==> config.mk <==
export PLATFORM = sky130hd
export DESIGN_NAME = lcd_reader
export DESIGN_NICKNAME = d
export VERILOG_FILES = /design/src/rtl/lcd_reader.sv
export SDC_FILE = /design/constraint.sdc
export NUM_CORES = 1
export LEC_CHECK = 0
export BUFFER_PORTS_ARGS = -buffer_cell sky130_fd_sc_hd__buf_2
export CAP_MARGIN = 25
export CELL_PAD_IN_SITES_DETAIL_PLACEMENT = 1
export CELL_PAD_IN_SITES_GLOBAL_PLACEMENT = 1
export CORE_ASPECT_RATIO = 0.8
export CORE_MARGIN = 1.5
export CORE_UTILIZATION = 46
export DETAILED_ROUTE_END_ITERATION = 16
export GPL_TIMING_DRIVEN = 0
export PLACE_DENSITY = 0.91
export SKIP_CTS_REPAIR_TIMING = 1
export SYNTH_ARGS = -nofsm -noshare
export SYNTH_HDL_FRONTEND = slang
export SYNTH_SLANG_ARGS = --single-unit
==> constraint.sdc <==
create_clock -name clock -period 4.2 [get_ports clock]
set_input_delay 0.63 -clock clock [delete_from_list [all_inputs] [get_ports clock]]
set_output_delay 0.63 -clock clock [all_outputs]
set_load 0.02 [all_outputs]
==> src/rtl/lcd_reader.sv <==
// lcd_reader: 4-bit HD44780-style read engine. Drives RS/RW/E, captures the
// high then the low nibble from d[7:4] and returns one byte. A busy-flag read
// can optionally be repeated until BF clears, bounded by MAX_POLLS.
// Optional build macro LCD_READ_SYNC_EN: adds a 2-flop synchronizer on
// lcd_d_in and stretches each E-high phase by two cycles to cover its delay.
module lcd_reader #(
    parameter int E_SETUP   = 2,
    parameter int E_HIGH    = 15,
    parameter int E_LOW     = 10,
    parameter int MAX_POLLS = 255
) (
    input  logic       clock,
    input  logic       reset,
    input  logic       req,
    input  logic       req_rs,
    input  logic       poll,
    output logic       ready,
    output logic       rd_valid,
    output logic [7:0] rd_data,
    output logic       busy_flag,
    output logic       timeout,
    output logic       lcd_bus_req,
    output logic       lcd_rs,
    output logic       lcd_rw,
    output logic       lcd_e,
    input  logic [3:0] lcd_d_in
);

`ifdef LCD_READ_SYNC_EN
    localparam int E_HI_CYC = E_HIGH + 2;
`else
    localparam int E_HI_CYC = E_HIGH;
`endif
    localparam int PH_MAX = (E_SETUP > E_HI_CYC) ? ((E_SETUP > E_LOW) ? E_SETUP : E_LOW)
                                                 : ((E_HI_CYC > E_LOW) ? E_HI_CYC : E_LOW);
    localparam int PH_W = $clog2(PH_MAX + 1);
    localparam int PC_W = $clog2(MAX_POLLS + 1);

    typedef enum logic [2:0] {
        IDLE  = 3'd0,
        SETUP = 3'd1,
        E1_HI = 3'd2,
        E1_LO = 3'd3,
        E2_HI = 3'd4,
        E2_LO = 3'd5,
        CHECK = 3'd6
    } state_t;

    state_t            state_r, state_s;
    logic [PH_W-1:0]   phase_r, phase_lim_s;
    logic              phase_last_s;
    logic [3:0]        cap_hi_r, cap_lo_r, d_cap_s;
    logic              poll_r, poll_s;
    logic [PC_W-1:0]   pcnt_r, pcnt_s;
    logic              accept_s;
    logic              ready_s, rd_valid_s, busy_s, timeout_s;
    logic              bus_s, rs_s, rw_s, e_s;
    logic [7:0]        rd_data_s;

`ifdef LCD_READ_SYNC_EN
    logic [3:0] d_meta_r, d_sync_r;

    // two-flop synchronizer for the LCD data pins
    always_ff @(posedge clock) begin
        if (reset) begin
            d_meta_r <= 4'h0;
            d_sync_r <= 4'h0;
        end else begin
            d_meta_r <= lcd_d_in;
            d_sync_r <= d_meta_r;
        end
    end
    assign d_cap_s = d_sync_r;
`else
    assign d_cap_s = lcd_d_in;
`endif

    // ready is high only in IDLE and in the completing CHECK cycle
    assign accept_s = req & ready;

    // per-state phase length, expressed as the last counter value
    always_comb begin
        phase_lim_s = {PH_W{1'b0}};
        case (state_r)
            SETUP:        phase_lim_s = PH_W'(E_SETUP - 1);
            E1_HI, E2_HI: phase_lim_s = PH_W'(E_HI_CYC - 1);
            E1_LO, E2_LO: phase_lim_s = PH_W'(E_LOW - 1);
            default:      phase_lim_s = {PH_W{1'b0}};
        endcase
    end
    assign phase_last_s = (phase_r == phase_lim_s);

    // next state, poll bookkeeping and next values of all registered outputs
    always_comb begin
        state_s    = state_r;
        poll_s     = poll_r;
        pcnt_s     = pcnt_r;
        ready_s    = ready;
        rd_valid_s = 1'b0;
        rd_data_s  = rd_data;
        busy_s     = busy_flag;
        timeout_s  = timeout;
        bus_s      = lcd_bus_req;
        rs_s       = lcd_rs;
        rw_s       = lcd_rw;
        case (state_r)
            IDLE, CHECK: begin
                if (state_r == CHECK && !rd_valid) begin
                    // poll continues: bus stays owned, RW stays high
                    state_s = SETUP;
                end else if (accept_s) begin
                    state_s = SETUP;
                    rs_s    = req_rs;
                    poll_s  = poll & ~req_rs;
                    rw_s    = 1'b1;
                    bus_s   = 1'b1;
                    ready_s = 1'b0;
                end else begin
                    state_s = IDLE;
                    rw_s    = 1'b0;
                    bus_s   = 1'b0;
                    ready_s = 1'b1;
                end
            end
            SETUP: begin
                if (phase_last_s) state_s = E1_HI;
                else              state_s = SETUP;
            end
            E1_HI: begin
                if (phase_last_s) state_s = E1_LO;
                else              state_s = E1_HI;
            end
            E1_LO: begin
                if (phase_last_s) state_s = E2_HI;
                else              state_s = E1_LO;
            end
            E2_HI: begin
                if (phase_last_s) state_s = E2_LO;
                else              state_s = E2_HI;
            end
            E2_LO: begin
                if (phase_last_s) begin
                    state_s = CHECK;
                    if (poll_r && cap_hi_r[3] && (pcnt_r < PC_W'(MAX_POLLS - 1))) begin
                        pcnt_s = pcnt_r + PC_W'(1);
                    end else begin
                        rd_valid_s = 1'b1;
                        ready_s    = 1'b1;
                        rw_s       = 1'b0;
                        bus_s      = 1'b0;
                        rd_data_s  = {cap_hi_r, cap_lo_r};
                        busy_s     = ~lcd_rs & cap_hi_r[3];
                        timeout_s  = poll_r & cap_hi_r[3];
                        pcnt_s     = {PC_W{1'b0}};
                    end
                end else begin
                    state_s = E2_LO;
                end
            end
            default: begin
                state_s = IDLE;
                rw_s    = 1'b0;
                bus_s   = 1'b0;
                ready_s = 1'b1;
            end
        endcase
        e_s = (state_s == E1_HI) || (state_s == E2_HI);
    end

    // state, phase counter and poll counter registers
    always_ff @(posedge clock) begin
        if (reset) begin
            state_r <= IDLE;
            phase_r <= {PH_W{1'b0}};
            poll_r  <= 1'b0;
            pcnt_r  <= {PC_W{1'b0}};
        end else begin
            state_r <= state_s;
            poll_r  <= poll_s;
            pcnt_r  <= pcnt_s;
            if (state_s != state_r || state_r == IDLE) phase_r <= {PH_W{1'b0}};
            else                                       phase_r <= phase_r + PH_W'(1);
        end
    end

    // nibble capture on the last E-high cycle of each strobe
    always_ff @(posedge clock) begin
        if (reset) begin
            cap_hi_r <= 4'h0;
            cap_lo_r <= 4'h0;
        end else begin
            if (state_r == E1_HI && phase_last_s) cap_hi_r <= d_cap_s;
            if (state_r == E2_HI && phase_last_s) cap_lo_r <= d_cap_s;
        end
    end

    // registered outputs
    always_ff @(posedge clock) begin
        if (reset) begin
            ready       <= 1'b1;
            rd_valid    <= 1'b0;
            rd_data     <= 8'h00;
            busy_flag   <= 1'b0;
            timeout     <= 1'b0;
            lcd_bus_req <= 1'b0;
            lcd_rs      <= 1'b0;
            lcd_rw      <= 1'b0;
            lcd_e       <= 1'b0;
        end else begin
            ready       <= ready_s;
            rd_valid    <= rd_valid_s;
            rd_data     <= rd_data_s;
            busy_flag   <= busy_s;
            timeout     <= timeout_s;
            lcd_bus_req <= bus_s;
            lcd_rs      <= rs_s;
            lcd_rw      <= rw_s;
            lcd_e       <= e_s;
        end
    end

endmodule

==> results of run 1 <==
==> worst max-delay path: cells and delay by family, from the launching register on <==
family | cells | cell delay (ps)
xor gates and xnor gates | 1 | 400
adders and majority gates | 1 | 360
buffers and inverters | 3 | 400
AOI/OAI and AO/OA | 2 | 270
and+or+nand+nor | 2 | 790
DFF | 1 | 330
==> final cells by class <==
type,instances,area (um2),share of cell area (%)
buffer,18,92.59,4.125
clock buffer,5,68.82,3.066
clock inverter,3,46.29,2.062
inverter,4,15.01,0.6689
multi-input combinational,164,1057,47.10
sequential,39,780.7,34.78
tap,55,68.82,3.066
timing repair buffer,23,115.1,5.128
==> cell families (layout without fill, tap and decap cells) <==
logic type / Yosys count / in the layout / synth area share, %
compound gates: 68 / 68 / 22.77
xor+xnor: 6 / 6 / 3.473
fa+ha+maj: 3 / 3 / 1.929
buf+inv: 22 / 53 / 5.530
flops: 39 / 39 / 40.13
mux: 11 / 11 / 5.659
simple gates: 76 / 76 / 20.51
==> cells in the mapped netlist, types with 3 or more instances <==
| cell type | n |
|---|---|
| nand4b_1 | 3 |
| or3_1 | 3 |
| ha_1 | 3 |
| nand3_1 | 14 |
| o21ai_0 | 18 |
| inv_1 | 4 |
| nand2_1 | 9 |
| dfxtp_1 | 39 |
| a31oi_1 | 5 |
| nand2b_1 | 5 |
| o2111ai_1 | 3 |
| a21oi_1 | 22 |
| and4_1 | 3 |
| clkbuf_1 | 10 |
| nor4_1 | 3 |
| nor2_1 | 22 |
| and2_1 | 4 |
| mux2i_1 | 11 |
==> sequential cells by signal, summed over array words and instances, names as in the netlist <==
name and flops:
ready 1, pcnt_r 8, lcd_e 1, poll_r 1, phase_r 4, cap_hi_r 4
timeout 1, cap_lo_r 4, state_r 3, rd_valid 1, rd_data 8, busy_flag 1
lcd_rw 1, lcd_rs 1
==> routing by layer <==
metal,vias up,track usage [%]
met5,-,0
met4,0,10.20
met3,12,6.219
met2,53,44.49
met1,945,36.72
li1,888,-
==> worst paths after layout <==
check	slack (ps)	endpoint	depth (start not counted)	from
worst min-delay path	470	poll_r$_SDFFE_PP0P_	2	poll_r$_SDFFE_PP0P_
worst max register to register	1590	pcnt_r[6]$_SDFFE_PP0N_	9	state_r[1]$_SDFF_PP0_
worst max-delay path	1590	pcnt_r[6]$_SDFFE_PP0N_	9	state_r[1]$_SDFF_PP0_
worst min register to register	470	poll_r$_SDFFE_PP0P_	2	poll_r$_SDFFE_PP0P_
==> through the flow <==
step | cell area, um2 | power (mW) | hold WS [ps]
floorplan | 1946 | 0.6772 | 432.0
global placement | 2130 | 0.7502 | 446.7
detailed placement | 2130 | 0.7634 | 459.6
CTS | 2245 | 1.096 | 473.1
global route | 2245 | 1.162 | 492.4
finish | 2245 | 1.095 | 467.1
==> power breakdown <==
part           switching [mW]  internal (mW)  total [mW]
combinational           0.216          0.129       0.345
sequential             0.0245          0.397       0.421
clock                   0.150          0.179       0.329
total                   0.390          0.705        1.09
==> PnR_summary.wiki, run 1 <==
{| class="wikitable"
! Metric !! Value
|-
| Result of the run || complete, no violations
|-
| Maximum single-stage delay on the critical path || 500 ps
|-
| DR DRC count || 0
|-
| Average wire per cell in the routed design || ~18 um
|-
| Final setup viols || 0
|-
| Area delta synth->final || 15.37%
|-
| Most common cell after layout, fill and taps aside || dfxtp_1
|-
| Count of nets left with antenna violations after detail routing || 0
|-
| Maximum number of buffers from clock root to sink || 2
|-
| Share of the synthesized area in the top cell type || 40.13%
|-
| Post-synth EDFFs || 0
|-
| Maximum number of pins on one net before global-route repair || 15
|-
| Count of final max-slew check failures || 0
|-
| Commonest non-fill, non-tap cells in the layout || dfxtp_1 (39), buf_2 (25), nor2_1 (22), a21oi_1 (22), o21ai_0 (18)
|-
| Total met3 wirelength after detailed routing || 237 um
|-
| Share of async-settable or async-resettable flops after synthesis || 0%
|-
| Syn avg cell area || 8.647 um2
|-
| Floorplan die width || 75.71 um
|-
| Max FO, Critical Path || 10
|-
| Leakage || 0.8924 nW
|-
| Share of synthesized area occupied by flip-flops and latches || 40.13%
|-
| Critical Setup Path Class || reg -> reg
|-
| Number of synthesized register bits || 39
|-
| Transition time of the tightest slew-check pin || 630.9 ps
|-
| Initial antenna violation count || 0
|-
| Fraction of final layout cells with drive strength greater than 1 || 16.80%
|-
| Final HPWL DP || 3.841 mm
|-
| Number of detailed-routing iterations run before antenna repair || 4
|-
| Clock network latency to the later pin of the worst-skew pair || around 310 ps
|-
| TritonCTS buffer count || 5
|-
| Num ports || 25
|-
| PnR worst setup slack || 1586 ps
|-
| Largest vdd supply drop || 0.0003580 V
|-
| Placed Instances || 303
|-
| Filler Cells Inserted || 489
|-
| Worst setup slack before clock tree synthesis || 1670 ps
|-
| Clock Sinks || 39
|-
| Distinct cell type count after synthesis || 50
|-
| Final clock period utilization by the worst path || 62.25%
|-
| DIE AREA || 4631 um2
|-
| Row count || 20
|-
| Clock transition at the register clock pins on the worst setup and hold paths after CTS || 80 ps
|-
| Final estimated routing congestion in global placement || 0.8488
|-
| Initial core utilization || approximately 50%
|-
| CP dominant cell by count || buf_6
|-
| Number of vias per cell after detailed routing || 6.103
|-
| GR Util All Layers || about 28%
|-
| Final cell count without fillers || 311
|-
| Final-report hold violation count || 0
|-
| Wire length of the first global-routing pass || 9.321 mm
|-
| Number of warnings printed during yosys synthesis || 0
|-
| Post-synthesis cell type with the largest combined area || dfxtp_1
|-
| Headroom to the max-slew limit || a little under three fifths
|-
| Max-cap check violation count || 0
|-
| Final critical path time including I/O delays and setup || 2614 ps
|-
| Die extent in y || 61.17 um
|-
| Core Box Area || 3929 um2
|-
| Highest metal layer with signal wires || met4
|-
| Metal-1 WL || 2.684 mm
|-
| Final worst clock skew || around 11 ps
|-
| CP max stage cell || or4_1
|-
| Number of H-tree levels || 2
|-
| Highest clock rate || 382.5 MHz
|-
| Fraction of the core area covered by cells at the end of the flow || 57.13%
|-
| Sum of negative setup slack || 0 ps
|-
| Startpoint type of the worst setup path || flop
|-
| Root buf cell || clkbuf_8
|-
| Total Nets Final || 267
|-
| Pwr Density || 487.8 nW/um2
|-
| Top cells by area in the synthesized netlist || dfxtp_1 (40%), a21oi_1 (5.7%), mux2i_1 (5.7%), o21ai_0 (4.6%), nor2_1 (4.2%)
|-
| Cells after Synth || 225
|-
| Unrepaired setup endpoints after global routing || no
|-
| Kind of capture point of the worst setup path || flop
|-
| Post-Synthesis Net Count || 237
|-
| Critical Path, Cell by Cell || buf_6 > inv_1 > ha_1 > xor2_1 > and4_1 > o211ai_2 > buf_6 > or4_1 > a21oi_1
|-
| Clock tree from TritonCTS || built
|-
| Area of the mapped netlist || just under 2000 um2
|-
| Port Buffer Count || 23
|-
| Wirelength, routed || 5.669 mm
|-
| Prevailing post-synth register cell || dfxtp_1
|-
| Vias in the first global route || 1829
|-
| Arrival time of data at the critical path endpoint || 2860 ps
|-
| Sum of overflow across all layers after global routing || 0
|-
| Routed vias || 1898
|-
| Drt first-iter violations || 149
|-
| Path category of the worst min-delay check || reg -> reg
|-
| Detailed-routed wire length on met2 || 2.653 mm
|-
| Data required time of the critical path || 4440 ps
|-
| Antenna fix cells || 0
|}
Note: power is estimated with default switching activity, not from simulation.
==> inputs of run 2 (changes only) <==
--- a/config.mk
+++ b/config.mk
@@ -5,16 +5,17 @@
 export SDC_FILE = /design/constraint.sdc
 export NUM_CORES = 1
 export LEC_CHECK = 0
+export ABC_AREA = 1
 export BUFFER_PORTS_ARGS = -buffer_cell sky130_fd_sc_hd__buf_2
 export CAP_MARGIN = 25
 export CELL_PAD_IN_SITES_DETAIL_PLACEMENT = 1
 export CELL_PAD_IN_SITES_GLOBAL_PLACEMENT = 1
 export CORE_ASPECT_RATIO = 0.8
 export CORE_MARGIN = 1.5
-export CORE_UTILIZATION = 46
+export CORE_UTILIZATION = 41
 export DETAILED_ROUTE_END_ITERATION = 16
 export GPL_TIMING_DRIVEN = 0
-export PLACE_DENSITY = 0.91
+export PLACE_DENSITY = 0.85
 export SKIP_CTS_REPAIR_TIMING = 1
 export SYNTH_ARGS = -nofsm -noshare
 export SYNTH_HDL_FRONTEND = slang
==> constraint.sdc (replaced) <==
create_clock -name clock -period 2.55 [get_ports clock]
set_input_delay 0.3825 -clock clock [delete_from_list [all_inputs] [get_ports clock]]
set_output_delay 0.3825 -clock clock [all_outputs]
set_load 0.02 [all_outputs]
==> run 2 against run 1 <==
  * Routed wire length down 22%
  * Sequential power up 77%
  * Register-to-register slack worse by 1300 ps
  * Design area down 5.8%
  * Clock power up 59%
  * Utilization down 6.8 points
  * Die area up 4.3%
  * Critical path type unchanged
  * Largest cell class unchanged
==> PnR_summary.wiki, run 2 <==
{| class="wikitable"
! Metric !! Value
|-
| End point of the most critical hold path || poll_r$_SDFFE_PP0P_
|-
| Count of nets left with antenna violations after detail routing || 0
|-
| Core Box Area || 4204 um2
|-
| Prevailing post-synth register cell || dfxtp_1
|-
| Clock network latency to the later pin of the worst-skew pair || 290 ps
|-
| Commonest non-fill, non-tap cells in the layout || dfxtp_1 (39), nand2_1 (32), inv_1 (26), nand3_1 (25), buf_2 (24)
|-
| Number of warnings printed during yosys synthesis || 0
|-
| DIE AREA || 4832 um2
|-
| Maximum number of pins on one net before global-route repair || 15
|-
| Post-synthesis share of cell area spent on xor and xnor gates || 2.415%
|-
| Flop-to-flop setup slack || 320 ps
|-
| Data required time of the critical path || ~2700 ps
|-
| Number of H-tree levels || 2
|-
| Filler Cells Inserted || 540
|-
| Post-Synthesis Net Count || 244
|-
| Destination of the worst register-to-register timing path || cap_hi_r[3]$_SDFFE_PP0P_
|-
| Headroom to the max-slew limit || between 60% and 70%
|-
| Syn avg cell area || a little under 8 um2
|-
| Port Buffer Count || 23
|-
| Wirelength, routed || 4.430 mm
|-
| Most frequent cell after synthesis || dfxtp_1
|-
| Simple-gate share of the synthesized area || approximately a third
|-
| Cells after Synth || 232
|-
| Number of detailed-routing iterations run before antenna repair || 4
|-
| Leakage || approximately 0.92 nW
|-
| Post-synth EDFFs || 0
|-
| Final estimated routing congestion in global placement || 0.8699
|-
| Worst R2R Start || state_r[1]$_SDFF_PP0_
|-
| Fraction of final layout cells with drive strength greater than 1 || 24.33%
|-
| DR DRC count || 0
|-
| Critical Setup Path Class || reg -> reg
|-
| Pwr Density || 999.4 nW/um2
|-
| Count of final max-slew check failures || 0
|-
| Antenna fix cells || 0
|-
| Final worst clock skew || 15.57 ps
|-
| Drt first-iter violations || 60
|-
| Distinct cell type count after synthesis || 34
|-
| Number of vias per cell after detailed routing || 5.006
|-
| Transition time of the tightest slew-check pin || 504.4 ps
|-
| R2R depth || 10
|-
| Die extent in y || 62.48 um
|-
| Num ports || 25
|-
| Kind of capture point of the worst setup path || flop
|-
| Unrepaired setup endpoints after global routing || no
|-
| Share of async-settable or async-resettable flops after synthesis || 0%
|-
| Synthesized-area fraction occupied by adder cells || 2.070%
|-
| Routed vias || ~1600
|-
| Sum of overflow across all layers after global routing || 0
|-
| Area of the mapped netlist || 1813 um2
|-
| Result of the run || complete, no violations
|-
| Clock transition at the register clock pins on the worst setup and hold paths after CTS || 90 ps
|-
| GR Util All Layers || 20.28%
|-
| Share of cell area taken by muxes after synthesis || 0%
|-
| Average wire per cell in the routed design || approximately 14 um
|-
| Max FO, Critical Path || 8
|-
| Root buf cell || clkbuf_8
|-
| Total Nets Final || ~270
|-
| Sum of negative setup slack || 0 ps
|-
| Top cells by area in the synthesized netlist || dfxtp_1 (43%), nand3_1 (6.9%), nand2_1 (6.6%), inv_1 (5.4%), nor2_1 (4.8%)
|-
| Wire length of the first global-routing pass || 7.707 mm
|-
| Worst Hold Path Cells || 3
|-
| Share of the synthesized area in the top cell type || 43.06%
|-
| TritonCTS buffer count || 5
|-
| Largest vdd supply drop || 0.0005151 V
|-
| Clock Sinks || 39
|-
| Max-cap check violation count || 0
|-
| Post-route total power || 2.113 mW
|-
| Initial core utilization || 43.13%
|-
| Post-synthesis cell type with the largest combined area || dfxtp_1
|-
| Share of synthesized area occupied by flip-flops and latches || 43.06%
|-
| Final critical path time including I/O delays and setup || about 2200 ps
|-
| Startpoint type of the worst setup path || flop
|-
| Maximum number of buffers from clock root to sink || 2
|-
| Worst Hold Launch || poll
|-
| Most common cell after layout, fill and taps aside || dfxtp_1
|-
| Number of synthesized register bits || 39
|-
| Final clock period utilization by the worst path || 87.42%
|-
| Final-report hold violation count || 0
|-
| Arrival time of data at the critical path endpoint || about 2400 ps
|-
| Vias in the first global route || 1636
|-
| Dominant combinational cell family by area after synthesis || simple AND/OR/NAND/NOR gates
|-
| Highest clock rate || 448.6 MHz
|-
| Clock tree from TritonCTS || built
|-
| Largest registers || pcnt_r: 8 flops, rd_data: 8 flops
|-
| Area delta synth->final || 16.63%
|-
| Compound-Gate Fraction of Synth Area || between 10% and 20%
|-
| Final HPWL DP || 3.166 mm
|-
| Final setup viols || 0
|-
| Synth cell count leaders || dfxtp_1 (39), nand2_1 (32), inv_1 (26)
|-
| Floorplan die width || ~77 um
|-
| Row count || 21
|-
| Initial antenna violation count || 0
|-
| Path category of the worst min-delay check || in -> reg
|}
## run 2: logic make-up (layout without fill, tap and decap cells)
family,count (synthesis),after routing
DFF,39,39
adders and majority gates,3,3
buffers and inverters,36,67
AOI/OAI and AO/OA,39,39
xor gates and xnor gates,5,5
and+or+nand+nor,110,110
## run 2: power by group
part           switching [mW]  internal [mW]
sequential             0.0652          0.681
combinational           0.589          0.254
clock                   0.229          0.295
total                   0.884           1.23
## run 2: worst max-delay path by stage
| stage | from | endpoint | cells after the start |
|---|---|---|---|
| 2_1_floorplan | state_r[1]$_SDFF_PP0_ | rd_data[0]$_SDFFE_PP0P_ | 11 |
| 3_3_place_gp | state_r[1]$_SDFF_PP0_ | rd_data[2]$_SDFFE_PP0P_ | 11 |
| 3_5_place_dp | state_r[1]$_SDFF_PP0_ | cap_hi_r[2]$_SDFFE_PP0P_ | 10 |
| 4_1_cts | state_r[1]$_SDFF_PP0_ | cap_hi_r[3]$_SDFFE_PP0P_ | 10 |
| 5_1_grt | state_r[1]$_SDFF_PP0_ | phase_r[1]$_SDFF_PP0_ | 17 |
| 6_report | state_r[1]$_SDFF_PP0_ | cap_hi_r[3]$_SDFFE_PP0P_ | 10 |
## run 2: layout make-up
class / instances / area [um2] / share of cell area, %
multi-input cells: 157 / 892.1 / 42.19
clock inverters: 3 / 46.29 / 2.189
clock buffers: 5 / 68.82 / 3.254
inverters: 31 / 116.4 / 5.503
repair buffers: 23 / 115.1 / 5.444
flip-flops and latches: 39 / 780.7 / 36.92
well taps: 57 / 71.32 / 3.373
plain buffers: 5 / 23.77 / 1.124
## run 2: critical path: stages (launching register included)
cell	delay (ps)
dfxtp_1	470
inv_2	110
ha_1	330
xor2_1	150
nand2_1	100
nor2_4	130
nand2_4	120
inv_1	90
nand3_1	250
o21ai_0	300
a21oi_1	60
## run 2: metrics by stage
stage / utilization [%] / setup slack [ps] / std cells / area (um2) / hold WS, ps
2_1_floorplan: - / 657.6 / 232 / 1813 / 429.9
3_3_place_gp: 47.56 / 472.3 / 312 / 1999 / 444.0
3_5_place_dp: 47.56 / 377.0 / 312 / 1999 / 457.0
4_1_cts: 50.30 / 305.7 / 320 / 2115 / 336.8
5_1_grt: 50.30 / 121.9 / 320 / 2115 / 352.9
6_report: 50.30 / 320.9 / 320 / 2115 / 349.4
## run 2: metal layers
| layer | part of all wire (%) | vias to the layer above | global-route usage [%] |
|---|---|---|---|
| met5 | 0 | - | 0 |
| met4 | 0.90 | 0 | 4.091 |
| met3 | 2.5 | 4 | 5.839 |
| met2 | 47 | 20 | 33.44 |
| met1 | 49 | 759 | 26.47 |
| li1 | - | 819 | - |
